==> config.mk <==
export PLATFORM = sky130hd
export DESIGN_NAME = ex_alu_unit
export DESIGN_NICKNAME = d
export VERILOG_FILES = /design/src/rtl/ex_alu_unit.sv
export SDC_FILE = /design/constraint.sdc
export NUM_CORES = 1
export LEC_CHECK = 0
export BUFFER_PORTS_ARGS = -buffer_cell sky130_fd_sc_hd__buf_2
export CORE_MARGIN = 4
export CORE_UTILIZATION = 33
export DETAILED_ROUTE_END_ITERATION = 6
export GPL_ROUTABILITY_DRIVEN = 1
export REMOVE_ABC_BUFFERS = 1
export SKIP_LAST_GASP = 1
export SLEW_MARGIN = 25
export SYNTH_ARGS = -nofsm -noshare
export SYNTH_HDL_FRONTEND = slang
export SYNTH_SLANG_ARGS = --single-unit
==> constraint.sdc <==
create_clock -name clk_i -period 2.9 [get_ports clk_i]
set_clock_uncertainty 0.2 [all_clocks]
set_input_delay 0.145 -clock clk_i [delete_from_list [all_inputs] [get_ports clk_i]]
set_output_delay 0.145 -clock clk_i [all_outputs]
set_load 0.03 [all_outputs]
==> src/rtl/ex_alu_unit.sv <==
// ex_alu_unit: execute-stage ALU with valid/ready handshake on both sides and registered outputs.
// Shifts iterate one bit per cycle by default; define ALU_BARREL_SHIFT_EN for single-cycle shifts.
module ex_alu_unit #(
  parameter int unsigned XLEN  = 32,
  parameter int unsigned TAG_W = 5
) (
  input  logic             clk_i,
  input  logic             rst_ni,
  input  logic             flush_i,
  input  logic             valid_i,
  output logic             ready_o,
  input  logic [3:0]       alu_ctrl_i,
  input  logic [XLEN-1:0]  op_a_i,
  input  logic [XLEN-1:0]  op_b_i,
  input  logic [TAG_W-1:0] tag_i,
  output logic             valid_o,
  input  logic             ready_i,
  output logic [XLEN-1:0]  result_o,
  output logic             zero_o,
  output logic [TAG_W-1:0] tag_o,
  output logic             busy_o
);

  localparam int unsigned SHW = $clog2(XLEN);

  localparam logic [3:0] OP_ADD  = 4'd0;
  localparam logic [3:0] OP_AND  = 4'd1;
  localparam logic [3:0] OP_OR   = 4'd2;
  localparam logic [3:0] OP_XOR  = 4'd3;
  localparam logic [3:0] OP_SLL  = 4'd4;
  localparam logic [3:0] OP_SRL  = 4'd5;
  localparam logic [3:0] OP_SRA  = 4'd6;
  localparam logic [3:0] OP_SUB  = 4'd7;
  localparam logic [3:0] OP_SLTU = 4'd8;
  localparam logic [3:0] OP_SLT  = 4'd9;

  typedef enum logic {IDLE, SHIFT} state_t;

  state_t             state_q, state_d;
  logic               valid_q, valid_d;
  logic [XLEN-1:0]    result_q, result_d;
  logic               zero_q, zero_d;
  logic [TAG_W-1:0]   tag_q, tag_d;
  logic [XLEN-1:0]    acc_q, acc_d;
  logic [SHW-1:0]     cnt_q, cnt_d;
  logic [3:0]         sop_q, sop_d;
  logic [TAG_W-1:0]   stag_q, stag_d;

  logic [SHW-1:0]     shamt;
  logic               is_shift;
  logic               defer_c;
  logic [XLEN-1:0]    alu_res;
  logic [XLEN-1:0]    acc_step;

  assign shamt    = op_b_i[SHW-1:0];
  assign is_shift = (alu_ctrl_i == OP_SLL) || (alu_ctrl_i == OP_SRL) || (alu_ctrl_i == OP_SRA);

`ifdef ALU_BARREL_SHIFT_EN
  assign defer_c = 1'b0;
  assign ready_o = (!valid_q || ready_i) && !flush_i;
  assign busy_o  = 1'b0;
`else
  assign defer_c = is_shift && (shamt != '0);
  assign ready_o = (state_q == IDLE) && (!valid_q || ready_i) && !flush_i;
  assign busy_o  = (state_q == SHIFT);
`endif

  assign valid_o  = valid_q;
  assign result_o = result_q;
  assign zero_o   = zero_q;
  assign tag_o    = tag_q;

  // Single-cycle datapath; opcodes 10-15 fall through to ADD.
  always_comb begin
    alu_res = op_a_i + op_b_i;
    case (alu_ctrl_i)
      OP_ADD:  alu_res = op_a_i + op_b_i;
      OP_AND:  alu_res = op_a_i & op_b_i;
      OP_OR:   alu_res = op_a_i | op_b_i;
      OP_XOR:  alu_res = op_a_i ^ op_b_i;
`ifdef ALU_BARREL_SHIFT_EN
      OP_SLL:  alu_res = op_a_i << shamt;
      OP_SRL:  alu_res = op_a_i >> shamt;
      OP_SRA:  alu_res = $unsigned($signed(op_a_i) >>> shamt);
`else
      // Only reached with a zero shift amount; non-zero amounts go iterative.
      OP_SLL, OP_SRL, OP_SRA: alu_res = op_a_i;
`endif
      OP_SUB:  alu_res = op_a_i - op_b_i;
      OP_SLTU: alu_res = {{(XLEN-1){1'b0}}, (op_a_i < op_b_i)};
      OP_SLT:  alu_res = {{(XLEN-1){1'b0}}, ($signed(op_a_i) < $signed(op_b_i))};
      default: alu_res = op_a_i + op_b_i;
    endcase
  end

  // One-bit step of the iterative shifter.
  always_comb begin
    case (sop_q)
      OP_SLL:  acc_step = {acc_q[XLEN-2:0], 1'b0};
      OP_SRA:  acc_step = {acc_q[XLEN-1], acc_q[XLEN-1:1]};
      default: acc_step = {1'b0, acc_q[XLEN-1:1]};
    endcase
  end

  // Next-state and next-output logic.
  always_comb begin
    state_d  = state_q;
    valid_d  = valid_q && !ready_i;
    result_d = result_q;
    zero_d   = zero_q;
    tag_d    = tag_q;
    acc_d    = acc_q;
    cnt_d    = cnt_q;
    sop_d    = sop_q;
    stag_d   = stag_q;

    if (flush_i) begin
      state_d = IDLE;
      valid_d = 1'b0;
      cnt_d   = '0;
    end else begin
      case (state_q)
        IDLE: begin
          if (valid_i && ready_o) begin
            if (defer_c) begin
              acc_d   = op_a_i;
              cnt_d   = shamt;
              sop_d   = alu_ctrl_i;
              stag_d  = tag_i;
              valid_d = 1'b0;
              state_d = SHIFT;
            end else begin
              result_d = alu_res;
              zero_d   = (alu_res == '0);
              tag_d    = tag_i;
              valid_d  = 1'b1;
            end
          end
        end
        SHIFT: begin
          acc_d = acc_step;
          cnt_d = cnt_q - SHW'(1);
          if (cnt_q == SHW'(1)) begin
            result_d = acc_step;
            zero_d   = (acc_step == '0);
            tag_d    = stag_q;
            valid_d  = 1'b1;
            state_d  = IDLE;
          end
        end
      endcase
    end
  end

  always_ff @(posedge clk_i or negedge rst_ni) begin
    if (!rst_ni) begin
      state_q  <= IDLE;
      valid_q  <= 1'b0;
      result_q <= '0;
      zero_q   <= 1'b0;
      tag_q    <= '0;
      acc_q    <= '0;
      cnt_q    <= '0;
      sop_q    <= '0;
      stag_q   <= '0;
    end else begin
      state_q  <= state_d;
      valid_q  <= valid_d;
      result_q <= result_d;
      zero_q   <= zero_d;
      tag_q    <= tag_d;
      acc_q    <= acc_d;
      cnt_q    <= cnt_d;
      sop_q    <= sop_d;
      stag_q   <= stag_d;
    end
  end

endmodule

==> Yosys cells after proc, flatten, opt, wreduce, memory -nomap -nowiden <==
Cells that the tools add are included.
{ "classes": {"add_sub_neg": 3, "n_mul": 0, "div": 0, "magnitude_cmp": 2, "n_eq_ne": 18, "n_shift": 0, "mux": 31, "bitwise": 5, "n_reduce_logical": 19} }
{ "op_table": {"columns": ["op", "n"], "rows": [
  ["32-bit case mux with 7 select lines", 1],
  ["32-bit case mux with 2 select lines", 3],
  ["32-bit two-way mux", 5],
  ["32-bit logical NOT", 2],
  ["32-bit less-than comparator", 2],
  ["32-bit adder", 1],
  ["32-bit AND", 1],
  ["32-bit bitwise OR", 1],
  ["32-bit subtractor", 1],
  ["32-bit bitwise XOR", 1],
  ["5-bit two-way mux", 6],
  ["4-bit by 3-bit == test with 1-bit output (second input constant)", 6],
  ["5-bit case mux with 2 select lines", 2],
  ["1-bit two-way mux", 11],
  ["4-bit by 2-bit == test with 1-bit output (second input constant)", 2],
  ["4-bit == test (second input constant)", 2],
  ["4-bit AND reduction", 2],
  ["1-bit case mux with 2 select lines", 3],
  ["5-bit by 1-bit == test with 1-bit output (second input constant)", 1],
  ["1-bit logical AND", 5],
  ["5-bit nonzero test", 1],
  ["5-bit by 1-bit subtractor with 5-bit output (second input constant)", 1],
  ["4-bit by 1-bit == test with 1-bit output (second input constant)", 1],
  ["2-bit by 1-bit inequality test with 1-bit output (second input constant)", 2],
  ["9 further kinds", 15]
]} }
{ "word_totals": {"register_bits": 86, "latchBits": 0, "ram_bits": 0, "romBits": 0, "input_bits": 78, "output_inout_bits": 41, "elab_cells": 87, "memories": 0} }

==> Logic depth before layout (Yosys ltp) <==
Gate-level depths: netlist of the first run.
{ "logic_depth": {"depth_word": 8, "mapped_depth": 15} }

==> Least setup slack after synthesis of the first run <==
Ideal clock, no wire load.
{ "synth_timing": {"path_kind": "input to register", "startpoint": "input op_a_i[10]", "endpoint": "register zero_q (netlist: zero_o)", "setup_time_ns": 0.076, "arrival_time_ns": 3.176, "required_time_ns": 2.624, "path_slack_ns": -0.552, "cell_stages": 13, "n_path_buf": 0, "cell_sequence": "inv_1 ha_1 or4_4 o21bai_4 a31o_4 a311oi_4 or4_1 a211oi_1 or3_4 nor4_2 nand4b_1 or4_1 o21ai_1"} }
{ "synth_via": {"elab_chain_len": 6, "elab_cells_between_ends": 12, "cone_classes": "add/sub: 2; order compare: 2; mux: 4; bitwise: 3; reduce/logical: 1"} }
{ "synth_lines": {"columns": ["item", "line_no", "rtl"], "rows": [
  ["start, declared", "13", "input logic [XLEN-1:0] op_a_i,"],
  ["32-bit adder (tied with other cells)", "77, 92", null],
  ["32-bit case mux with 7 select lines (*)", "76", "case (alu_ctrl_i)"],
  ["32-bit logical NOT (*)", "134", "zero_d = (alu_res == '0);"],
  ["1-bit two-way mux (*)", "125", "if (defer_c) begin"],
  ["1-bit two-way mux (*)", "124", "if (valid_i && ready_o) begin"],
  ["1-bit case mux with 2 select lines (*)", "122", "case (state_q)"],
  ["end signal, assigned", "170", "zero_q <= zero_d;"],
  ["end, declared", "42", "logic zero_q, zero_d;"]
]} }
Every way passes the cells marked *; elsewhere a longest branch is shown, timed or not. The select of a mux whose other input is x is not followed.
A chain may end at the register's enable or synchronous reset.

==> Worst setup path after layout of the first run <==
{ "layout_timing": {"startpoint": "input op_b_i[0]", "endpoint": "register zero_q (netlist: zero_o)"} }
{ "layout_via": {"elab_chain_len": 6, "elab_cells_between_ends": 16, "cone_classes": "add/sub: 2; order compare: 2; eq/ne: 1; mux: 4; bitwise: 3; reduce/logical: 4"} }
{ "layout_lines": {"columns": ["item", "line_no", "rtl"], "rows": [
  ["start, declared", "14", "input logic [XLEN-1:0] op_b_i,"],
  ["32-bit adder (tied with other cells)", "77, 92", null],
  ["32-bit case mux with 7 select lines", "76", null],
  ["32-bit logical NOT", "134", null],
  ["1-bit two-way mux", "125", null],
  ["1-bit two-way mux", "124", null],
  ["1-bit case mux with 2 select lines", "122", null]
]} }
Parallel ways exist; a longest one is shown, timed or not. The select of a mux whose other input is x is not followed.

==> qor.csv, run 1 <==
stage,metric,value,unit
synthesis,yosysSeqAreaShare,21.4,%
timing,worst_slack,-0.532,ns
worst_setup_path,worst_ep_required_time,2.96,ns
pwr,power.density_cell_area,417,mW/mm^2
floorplanning,std_cell_rows,63,
outcome,status,"finished, violations left",
worst_setup_path,critPathSlowestCell,sky130_fd_sc_hd__or4_4,
layout,final_nets,2099,
clocking,numCtsBuffers,9,
clocking,clock_slew_seen_by_the_registers_of_the_worst_setup_and_hold_paths,0.06,ns
detailed_routing,post_drt_via_cell_ratio,5.64,
worst_setup_path,crit_arrival,3.49,ns
synthesis,post_synth_instance_area,0.0101,mm^2
floorplanning,top_level_ports,119,
clocking,cts.sink_count,86,
detailed_routing,drt-total-wl,47200,um
detailed_routing,detail_route.first_pass.iterations,5,
grt,first_pass_grt_wire_length,71800,um
worst_setup_path,worst_path_largest_cell_delay,0.51,ns
layout,layout.filler_cells,2798,
pwr,power.ir.vdd_worst,0.000329,V
detailed_routing,final_antenna_violating_net_count,0,
detailed_routing,via_count,13058,
floorplanning,core_region_area,0.0299,mm^2
detailed_routing,detailed_router_s_first_iteration_violation_count,1217,
synthesis,yosys_register_bits,86,
clocking,clkLatencyLatePin,0.34,ns
synthesis,synth_enable_flop_cells,0,
timing,worstMarginPinSlew,1.02,ns
hold_path,worstHoldPathType,in -> reg,
floorplanning,die_w,183,um
worst_setup_path,critical_path.n_buffers_inverters,4,
worst_setup_path,crit_path_cell_trace,buf_12 > ha_4 > fa_2 > a21o_1 > buf_6 > a311o_2 > nand3_2 > buf_6 > o211ai_1 > buf_4 > a21oi_2 > o21bai_1 > mux2i_1 > o221a_2 > nand4_1 > or4_4 > o21ai_1,
layout,layout-area-overhead-vs-synth,61.7,%
grt,number_of_antenna_violations_at_the_first_check_in_global_routing,3,
timing,achievable_frequency,291,MHz
floorplanning,die_area,0.0334,mm^2
synthesis,count_of_warnings_emitted_by_yosys,0,
synthesis,netlist_top_cells_area,"sky130_fd_sc_hd__dfrtp_1, sky130_fd_sc_hd__ha_1, sky130_fd_sc_hd__nand2_1, sky130_fd_sc_hd__o21ai_0, sky130_fd_sc_hd__a21oi_1",
place,port_buffers,118,
layout,antennaDiodeCount,0,
detailed_routing,met3WireLength,3490,um
clocking,cts_tree,yes,
worst_setup_path,endpoint_kind,flop,
worst_setup_path,cp-start-kind,input pin,
place,dpl.hpwl,37800,um
synthesis,post_synth.cell_area_avg,7.28,um^2
synthesis,synth.lib_cells_used.distinct,89,
place,place_congestion,0.980,
grt,grt_pass1_vias,12664,
timing,hold_viol,0,
detailed_routing,drc,0,
timing,fin_crit,3.43,ns
detailed_routing,detailroute.wirelength.met2,20800,um
worst_setup_path,timing.setup.critical_path_class,in -> reg,
worst_setup_path,crit_fanout,5,
timing,report.final.slew_viol_count,0,
outcome,violations,setup timing,
pwr,finalPower,6790,uW
clocking,ctsLongestPathBuffers,2,
timing,layout_worst_path_cycle_share,118,%
grt,maximum_number_of_pins_on_one_net_before_global_route_repair,72,
job,max_cap_viol_count,0,
timing,grt_setup_unrepaired,yes,
synthesis,dominantRegCellSynth,sky130_fd_sc_hd__dfrtp_1,
detailed_routing,route.top_layer_used,met4,
synthesis,post_synthesis_instance_total,1384,
grt,gr-total-overflow,0,
layout,drive_above_1_share,43.2,%
worst_setup_path,critical-path-top-cell-by-count,sky130_fd_sc_hd__buf_6,
detailed_routing,routedWlPerCell,20.4,um
synthesis,synth_largest_area_cell,sky130_fd_sc_hd__dfrtp_1,
detailed_routing,detail_route.wirelength.met1,21100,um
timing,setup_tns,-1.97,ns
grt,track_usage,26.9,%
synthesis,yosysMostFrequentCell,sky130_fd_sc_hd__nand2_1,
floorplanning,floorplan.initialDensity,33.7,%
synthesis,synth.top_cells.by_count,"sky130_fd_sc_hd__nand2_1, sky130_fd_sc_hd__o21ai_0, sky130_fd_sc_hd__a21oi_1, sky130_fd_sc_hd__nor2_1, sky130_fd_sc_hd__inv_1",
floorplanning,chipHeight,183,um
clocking,cts.htree.levels,3,
clocking,cts_root_buffer,sky130_fd_sc_hd__clkbuf_16,
worst_setup_path,critical_path.top_delay_family,compound AO/OA/AOI/OAI gates,
timing,final-setup-viol-count,10,
timing,slew_headroom,32.3,%
synthesis,post_synthesis_async_set_or_reset_flop_share,100,%
pwr,leakagePower,0.00758,uW
synthesis,synth_top_area_share,21.4,%
stage by stage:
stage	std cells	instance area [um^2]	setup WS, ns	hold WS (ns)	utilization [%]
floorplan	1290	9690	-3.14	-0.351	-
global placement	2245	14200	-1.20	0.0520	47.6
detailed placement	2245	14200	-1.24	0.0574	47.6
CTS	2295	15500	-0.540	0.00636	52.0
global route	2316	16300	-0.633	0.0581	54.5
finish	2316	16300	-0.532	0.0121	54.5
cell usage in the layout, fill, tap and decap left out, types with 38 or more instances in the layout:
master and instances:
sky130_fd_sc_hd__buf_4 462, sky130_fd_sc_hd__buf_2 99, sky130_fd_sc_hd__o21ai_0 106, sky130_fd_sc_hd__a21oi_1 88, sky130_fd_sc_hd__buf_6 38, sky130_fd_sc_hd__inv_1 80, sky130_fd_sc_hd__nor2_1 103, sky130_fd_sc_hd__ha_1 73
sky130_fd_sc_hd__dfrtp_1 85, sky130_fd_sc_hd__nand3_1 50, sky130_fd_sc_hd__nand2_1 168
cells by family (layout without fill, tap and decap cells):
family	Yosys count	after routing	share of synthesized area (%)
AOI/OAI and AO/OA	495	495	33.3
and+or+nand+nor	470	470	22.0
buffers and inverters	203	745	7.85
adders and majority gates	100	100	12.6
DFF	86	86	21.4
muxes	21	21	2.21
xor gates and xnor gates	9	9	0.783
routing by layer:
metal | vias up | GRT usage (%)
met5 | - | 0
met4 | 0 | 8.44
met3 | 110 | 3.17
met2 | 554 | 42.2
met1 | 6259 | 38.7
li1 | 6135 | -
path summary, 6_finish.rpt:
| path | endpoint | slack (ns) | start | depth (start not counted) |
|---|---|---|---|---|
| setup reg to reg | zero_o | -0.18 | busy_o | 12 |
| setup / recovery | zero_o | -0.53 | op_b_i[0] | 17 |
| hold / removal | acc_q[31] | 0.01 | op_a_i[31] | 3 |
| hold reg to reg | result_o[30] | 0.27 | result_o[30] | 1 |
| min in group asynchronous | result_o[28] | 0.21 | rst_ni | 2 |
| max in group asynchronous | tag_o[0] | 1.56 | rst_ni | 3 |
worst register-to-register path, delay by kind of cell (launching register included):
family | cells | cell delay [ns]
simple gates | 8 | 1.71
flops | 1 | 0.44
compound gates | 2 | 0.35
buf+inv | 2 | 0.31
cell type report:
cell class	instances	area, um^2	share of cell area (%)
clock buffers	10	229	1.41
clock inverters	6	62.6	0.384
inverters	109	442	2.71
multi-input cells	1095	8240	50.6
flip-flops and latches	86	2150	13.2
well taps	390	488	2.99
repair buffers	620	4680	28.7
flip-flops by register name, indices dropped and copies added (netlist names):
name and flops:
acc_q 32, busy_o 1, tag_o 5, result_o 32, stag_q 5, zero_o 1
sop_q 4, cnt_q 5, valid_o 1
where the power goes:
group / internal [uW] / switching [uW]
sequential: 1520 / 280
combinational: 1690 / 2160
clock: 666 / 481
total: 3880 / 2920
what timing repair did:
action / 4_1_cts / 5_1_grt
pin swaps: 80 / 85
hold endpoints to repair: 71 / 0
buffers inserted: 26 / 29
hold buffers: 11 / 0
gates resized for setup: 175 / 139
endpoints found under the setup margin: 21 / 24
(Power assumes the default switching activity.)
==> run 2: changes to the inputs <==
RECOVER_POWER = 25   (was unset)
==> qor.csv, run 2 (same netlist as run 1, synthesis figures left out) <==
stage,metric,value,unit
pwr,power.ir.vdd_worst,0.000329,V
layout,antennaDiodeCount,0,
grt,track_usage,26.9,%
clocking,cts.htree.levels,3,
clocking,cts_root_buffer,sky130_fd_sc_hd__clkbuf_16,
outcome,violations,setup timing,
detailed_routing,detailed_router_s_first_iteration_violation_count,1217,
worst_setup_path,critical_path.top_delay_family,compound AO/OA/AOI/OAI gates,
grt,first_pass_grt_wire_length,71800,um
timing,layout_worst_path_cycle_share,118,%
hold_path,worstHoldPathType,in -> reg,
grt,grt_pass1_vias,12664,
timing,final-setup-viol-count,10,
detailed_routing,routedWlPerCell,20.4,um
job,max_cap_viol_count,0,
timing,grt_setup_unrepaired,yes,
timing,slew_headroom,3.80,%
layout,final_nets,2099,
floorplanning,top_level_ports,119,
hold_path,hold_path.startpoint,op_a_i[31],
worst_setup_path,critPathSlowestCell,sky130_fd_sc_hd__or4_4,
floorplanning,chipHeight,183,um
clocking,clock_slew_seen_by_the_registers_of_the_worst_setup_and_hold_paths,0.06,ns
grt,gr-total-overflow,0,
layout,drive_above_1_share,43.2,%
place,dpl.hpwl,37800,um
place,dpl_worst_slack,-1.24,ns
detailed_routing,detail_route.first_pass.iterations,6,
worst_setup_path,critical-path-top-cell-by-count,sky130_fd_sc_hd__buf_6,
pwr,leakagePower,0.00758,uW
timing,worstMarginPinSlew,1.44,ns
worst_setup_path,worst_ep_required_time,2.96,ns
clocking,clkLatencyLatePin,0.34,ns
clocking,cts.sink_count,86,
layout,layout.cells.most_common,sky130_fd_sc_hd__buf_4,
timing,achievable_frequency,291,MHz
floorplanning,core_region_area,0.0299,mm^2
clocking,cts_tree,yes,
detailed_routing,drt-total-wl,47200,um
floorplanning,floorplan.initialDensity,33.7,%
place,place_congestion,0.980,
timing,setup_tns,-1.97,ns
worst_setup_path,cp-start-kind,input pin,
clocking,ctsLongestPathBuffers,2,
timing,fin_crit,3.43,ns
floorplanning,std_cell_rows,63,
worst_setup_path,critical_path.n_buffers_inverters,4,
worst_setup_path,regToRegStartpoint,busy_o,
timing,report.final.slew_viol_count,0,
grt,maximum_number_of_pins_on_one_net_before_global_route_repair,72,
worst_setup_path,worst_path_largest_cell_delay,0.51,ns
layout,layout-area-overhead-vs-synth,61.7,%
timing,hold_viol,0,
worst_setup_path,timing.setup.critical_path_class,in -> reg,
detailed_routing,final_antenna_violating_net_count,0,
timing,worst_slack,-0.531,ns
worst_setup_path,endpoint_kind,flop,
outcome,status,"finished, violations left",
worst_setup_path,cp-startpoint,op_b_i[0],
place,port_buffers,118,
worst_setup_path,crit_fanout,5,
floorplanning,die_area,0.0334,mm^2
detailed_routing,drc,0,
floorplanning,die_w,183,um
grt,number_of_antenna_violations_at_the_first_check_in_global_routing,3,
layout,layout.cells.most_common_list,"sky130_fd_sc_hd__buf_4, sky130_fd_sc_hd__nand2_1, sky130_fd_sc_hd__o21ai_0",
pwr,power.density_cell_area,417,mW/mm^2
worst_setup_path,crit_arrival,3.49,ns
detailed_routing,via_count,13071,
pwr,finalPower,6790,uW
detailed_routing,post_drt_via_cell_ratio,5.64,
clocking,numCtsBuffers,9,
worst_setup_path,crit_path_cell_trace,buf_12 > ha_4 > fa_2 > a21o_1 > buf_6 > a311o_2 > nand3_2 > buf_6 > o211ai_1 > buf_4 > a21oi_2 > o21bai_1 > mux2i_1 > o221a_2 > nand4_1 > or4_4 > o21ai_1,
==> run 2: cell types whose count changed in the layout (fill, tap and decap cells not counted), sizes merged <==
cell	previous run	this run
buf	609	608
clkbuf	10	11
==> run 2: report_power, final <==
part / total (uW) / switching [uW] / internal (uW) / leakage [uW]
clock: 1150 / 481 / 666 / 0.000146
combinational: 3850 / 2160 / 1690 / 0.00638
sequential: 1800 / 280 / 1520 / 0.00106
total: 6790 / 2920 / 3880 / 0.00758
==> run 2: worst min-delay path: stages <==
cell,delay (ns)
sky130_fd_sc_hd__buf_2,0.15
sky130_fd_sc_hd__mux2i_1,0.12
sky130_fd_sc_hd__o21ai_0,0.08
==> run 2: layout make-up <==
class,instances,area (um^2)
sequential,86,2150
multi-input combinational,1095,8240
clock inverter,6,62.6
inverter,109,442
fill,2797,13600
timing repair buffer,620,4670
clock buffer,10,229
tap,390,488
==> run 2: path summary, 6_finish.rpt <==
path	endpoint	slack [ns]	cells past startpoint
min in group asynchronous	result_o[28]	0.49	2
setup / recovery	zero_o	-0.53	17
max in group asynchronous	tag_o[0]	1.04	3
setup reg to reg	zero_o	-0.18	12
hold reg to reg	result_o[30]	0.27	1
hold / removal	acc_q[31]	0.01	3
==> run 2: per-stage QoR <==
stage / hold WS [ns] / std cells / instance area, um^2 / util (%)
6_report: 0.0121 / 2316 / 16300 / 54.5
5_1_grt: 0.0581 / 2316 / 16300 / 54.5
4_1_cts: 0.00636 / 2295 / 15500 / 52.0
3_5_place_dp: 0.0574 / 2245 / 14200 / 47.6
3_3_place_gp: 0.0520 / 2245 / 14200 / 47.6
2_1_floorplan: -0.351 / 1290 / 9690 / -
==> run 2: routing by layer <==
layer	wire length (um)	global-route usage, %
met3	3460	3.17
met2	20800	42.2
met5	0	0
met1	21200	38.7
met4	1710	8.44
==> run 2: timing repair <==
item | 4_1_cts | 5_1_grt
hold buffers | 11 | 0
endpoints found under the setup margin | 21 | 24
buffers inserted | 26 | 29
pin swaps | 80 | 85
hold endpoints to repair | 71 | 0
resized for setup | 175 | 139
==> run 3: changes to the inputs <==
RECOVER_POWER = unset   (was 25)
clock period = 4.2 ns   (was 2.9 ns; I/O delays follow)
==> qor.csv, run 3 (same netlist as run 1, synthesis figures left out) <==
stage,metric,value,unit
grt,maximum_number_of_pins_on_one_net_before_global_route_repair,93,
detailed_routing,routedWlPerCell,21.8,um
worst_setup_path,worst-r2r-setup-slack,0.95,ns
timing,fin_crit,3.80,ns
floorplanning,top_level_ports,119,
pwr,leakagePower,0.00544,uW
worst_setup_path,r2r_cells,12,
clocking,cts.sink_count,86,
clocking,clock_slew_seen_by_the_registers_of_the_worst_setup_and_hold_paths,0.07,ns
layout,drive_above_1_share,18.5,%
detailed_routing,detail_route.first_pass.iterations,5,
clocking,clkLatencyLatePin,0.35,ns
pwr,power.ir.vdd_worst,0.000174,V
worst_setup_path,cp-start-kind,input pin,
worst_setup_path,timing.setup.critical_path_class,in -> reg,
worst_setup_path,endpoint_kind,flop,
detailed_routing,drt-total-wl,41900,um
grt,number_of_antenna_violations_at_the_first_check_in_global_routing,2,
clocking,ctsLongestPathBuffers,2,
place,place_inst,1900,
detailed_routing,detailroute.wirelength.met2,18400,um
detailed_routing,detailed_router_s_first_iteration_violation_count,1053,
clocking,cts_tree,yes,
layout,final_nets,1708,
grt,grt_pass1_vias,10912,
clocking,numCtsBuffers,9,
job,max_cap_viol_count,0,
timing,grt_setup_unrepaired,no,
detailed_routing,route.top_layer_used,met4,
timing,worstMarginPinSlew,1.14,ns
floorplanning,die_area,0.0334,mm^2
detailed_routing,met3WireLength,3320,um
timing,setup_tns,0,ns
timing,layout_worst_path_cycle_share,90.5,%
worst_setup_path,crit_fanout,5,
layout,instances_no_fill,1927,
worst_setup_path,cp-startpoint,op_a_i[0],
detailed_routing,detail_route.wirelength.met1,19100,um
place,dpl.hpwl,33100,um
detailed_routing,post_drt_via_cell_ratio,5.91,
timing,final-setup-viol-count,0,
layout,fin_util,40.1,%
layout,layout.cells.most_common_list,"sky130_fd_sc_hd__nand2_1, sky130_fd_sc_hd__o21ai_0, sky130_fd_sc_hd__buf_2",
grt,gr-total-overflow,0,
hold_path,worstHoldPathType,in -> reg,
layout,layout.cells.most_common,sky130_fd_sc_hd__nand2_1,
pwr,power.density_cell_area,330,mW/mm^2
detailed_routing,final_antenna_violating_net_count,0,
place,port_buffers,118,
layout,layout-area-overhead-vs-synth,18.9,%
clocking,cts_repair_resize_count,0,
clocking,cts.htree.levels,3,
timing,hold_viol,0,
detailed_routing,via_count,11398,
grt,track_usage,24.0,%
detailed_routing,drc,0,
worst_setup_path,regToRegStartpoint,busy_o,
timing,achievable_frequency,263,MHz
worst_setup_path,crit_arrival,3.88,ns
worst_setup_path,regToRegEndpoint,zero_o,
floorplanning,floorplan.initialDensity,33.7,%
floorplanning,chipHeight,183,um
floorplanning,core_region_area,0.0299,mm^2
worst_setup_path,setup.worst_path.end,zero_o,
floorplanning,std_cell_rows,63,
clocking,cts_root_buffer,sky130_fd_sc_hd__clkbuf_16,
outcome,status,"finished, final reports clean",
place,place_congestion,0.972,
floorplanning,die_w,183,um
grt,first_pass_grt_wire_length,63900,um
timing,final.hold.worst_slack,0.0260,ns
timing,report.final.slew_viol_count,0,
timing,slew_headroom,23.8,%
worst_setup_path,worst_ep_required_time,4.28,ns
## run 3: cell count changes in the layout (fill, tap and decap cells not counted), sizes merged, moves of 2 or more
cell	delta
clkinv	-4
diode	+2
dlygate4sd3	-2
clkinvlp	+4
buf	-388
## run 3: stage by stage
step	setup WS [ns]	instance area, um^2	total power, uW
2_1_floorplan	-1.84	9690	2410
3_3_place_gp	0.113	11600	3150
3_5_place_dp	0.104	11600	3160
4_1_cts	0.446	12000	3930
5_1_grt	0.163	12000	4210
6_report	0.400	12000	3950
## run 3: area by class of cell
class | instances | area [um^2]
antenna | 2 | 5.00
clock buffer | 10 | 229
clock inverter | 6 | 47.5
fill | 3130 | 17900
inverter | 109 | 409
multi-input combinational | 1095 | 7170
sequential | 86 | 2150
tap | 390 | 488
timing repair buffer | 229 | 1470
## run 3: power breakdown
group          switching (uW)  internal [uW]
Sequential                191           1050
Combinational            1260            695
Clock                     353            404
## run 3: worst max-delay path, stage by stage
cell                       delay (ns)
sky130_fd_sc_hd__buf_2           0.13
sky130_fd_sc_hd__ha_1            0.23
sky130_fd_sc_hd__fa_1            0.42
sky130_fd_sc_hd__a21o_1          0.21
sky130_fd_sc_hd__a311o_1         0.46
sky130_fd_sc_hd__nor4b_1         0.19
sky130_fd_sc_hd__nor4_1          0.33
sky130_fd_sc_hd__a21oi_1         0.14
sky130_fd_sc_hd__a211oi_1        0.32
sky130_fd_sc_hd__nand4_1         0.19
sky130_fd_sc_hd__nor4_1          0.38
sky130_fd_sc_hd__nand4_1         0.12
sky130_fd_sc_hd__or4_1           0.41
sky130_fd_sc_hd__o21ai_1         0.13
## run 3: layer usage
metal	GRT usage, %	vias to the layer above
li1	-	5341
met2	37.2	518
met3	3.65	75
met5	0	-
met1	34.6	5464
met4	7.18	0
## run 3: worst min path at each step
stage	depth (start not counted)	slack (ns)	from	endpoint
after floorplan	0	-0.29	rst_ni	acc_q[0]
after global placement	1	0.17	rst_ni	acc_q[29]
after detailed placement	1	0.16	rst_ni	result_o[30]
after CTS	2	0.002	op_b_i[1]	cnt_q[1]
after global routing	2	0.04	op_b_i[1]	cnt_q[1]
final	2	0.03	op_b_i[1]	cnt_q[1]
## run 3: what timing repair did
action                    in CTS  in global routing
hold buffers                   9                  0
hold endpoints to repair      77                  0
buffers inserted               0                  0
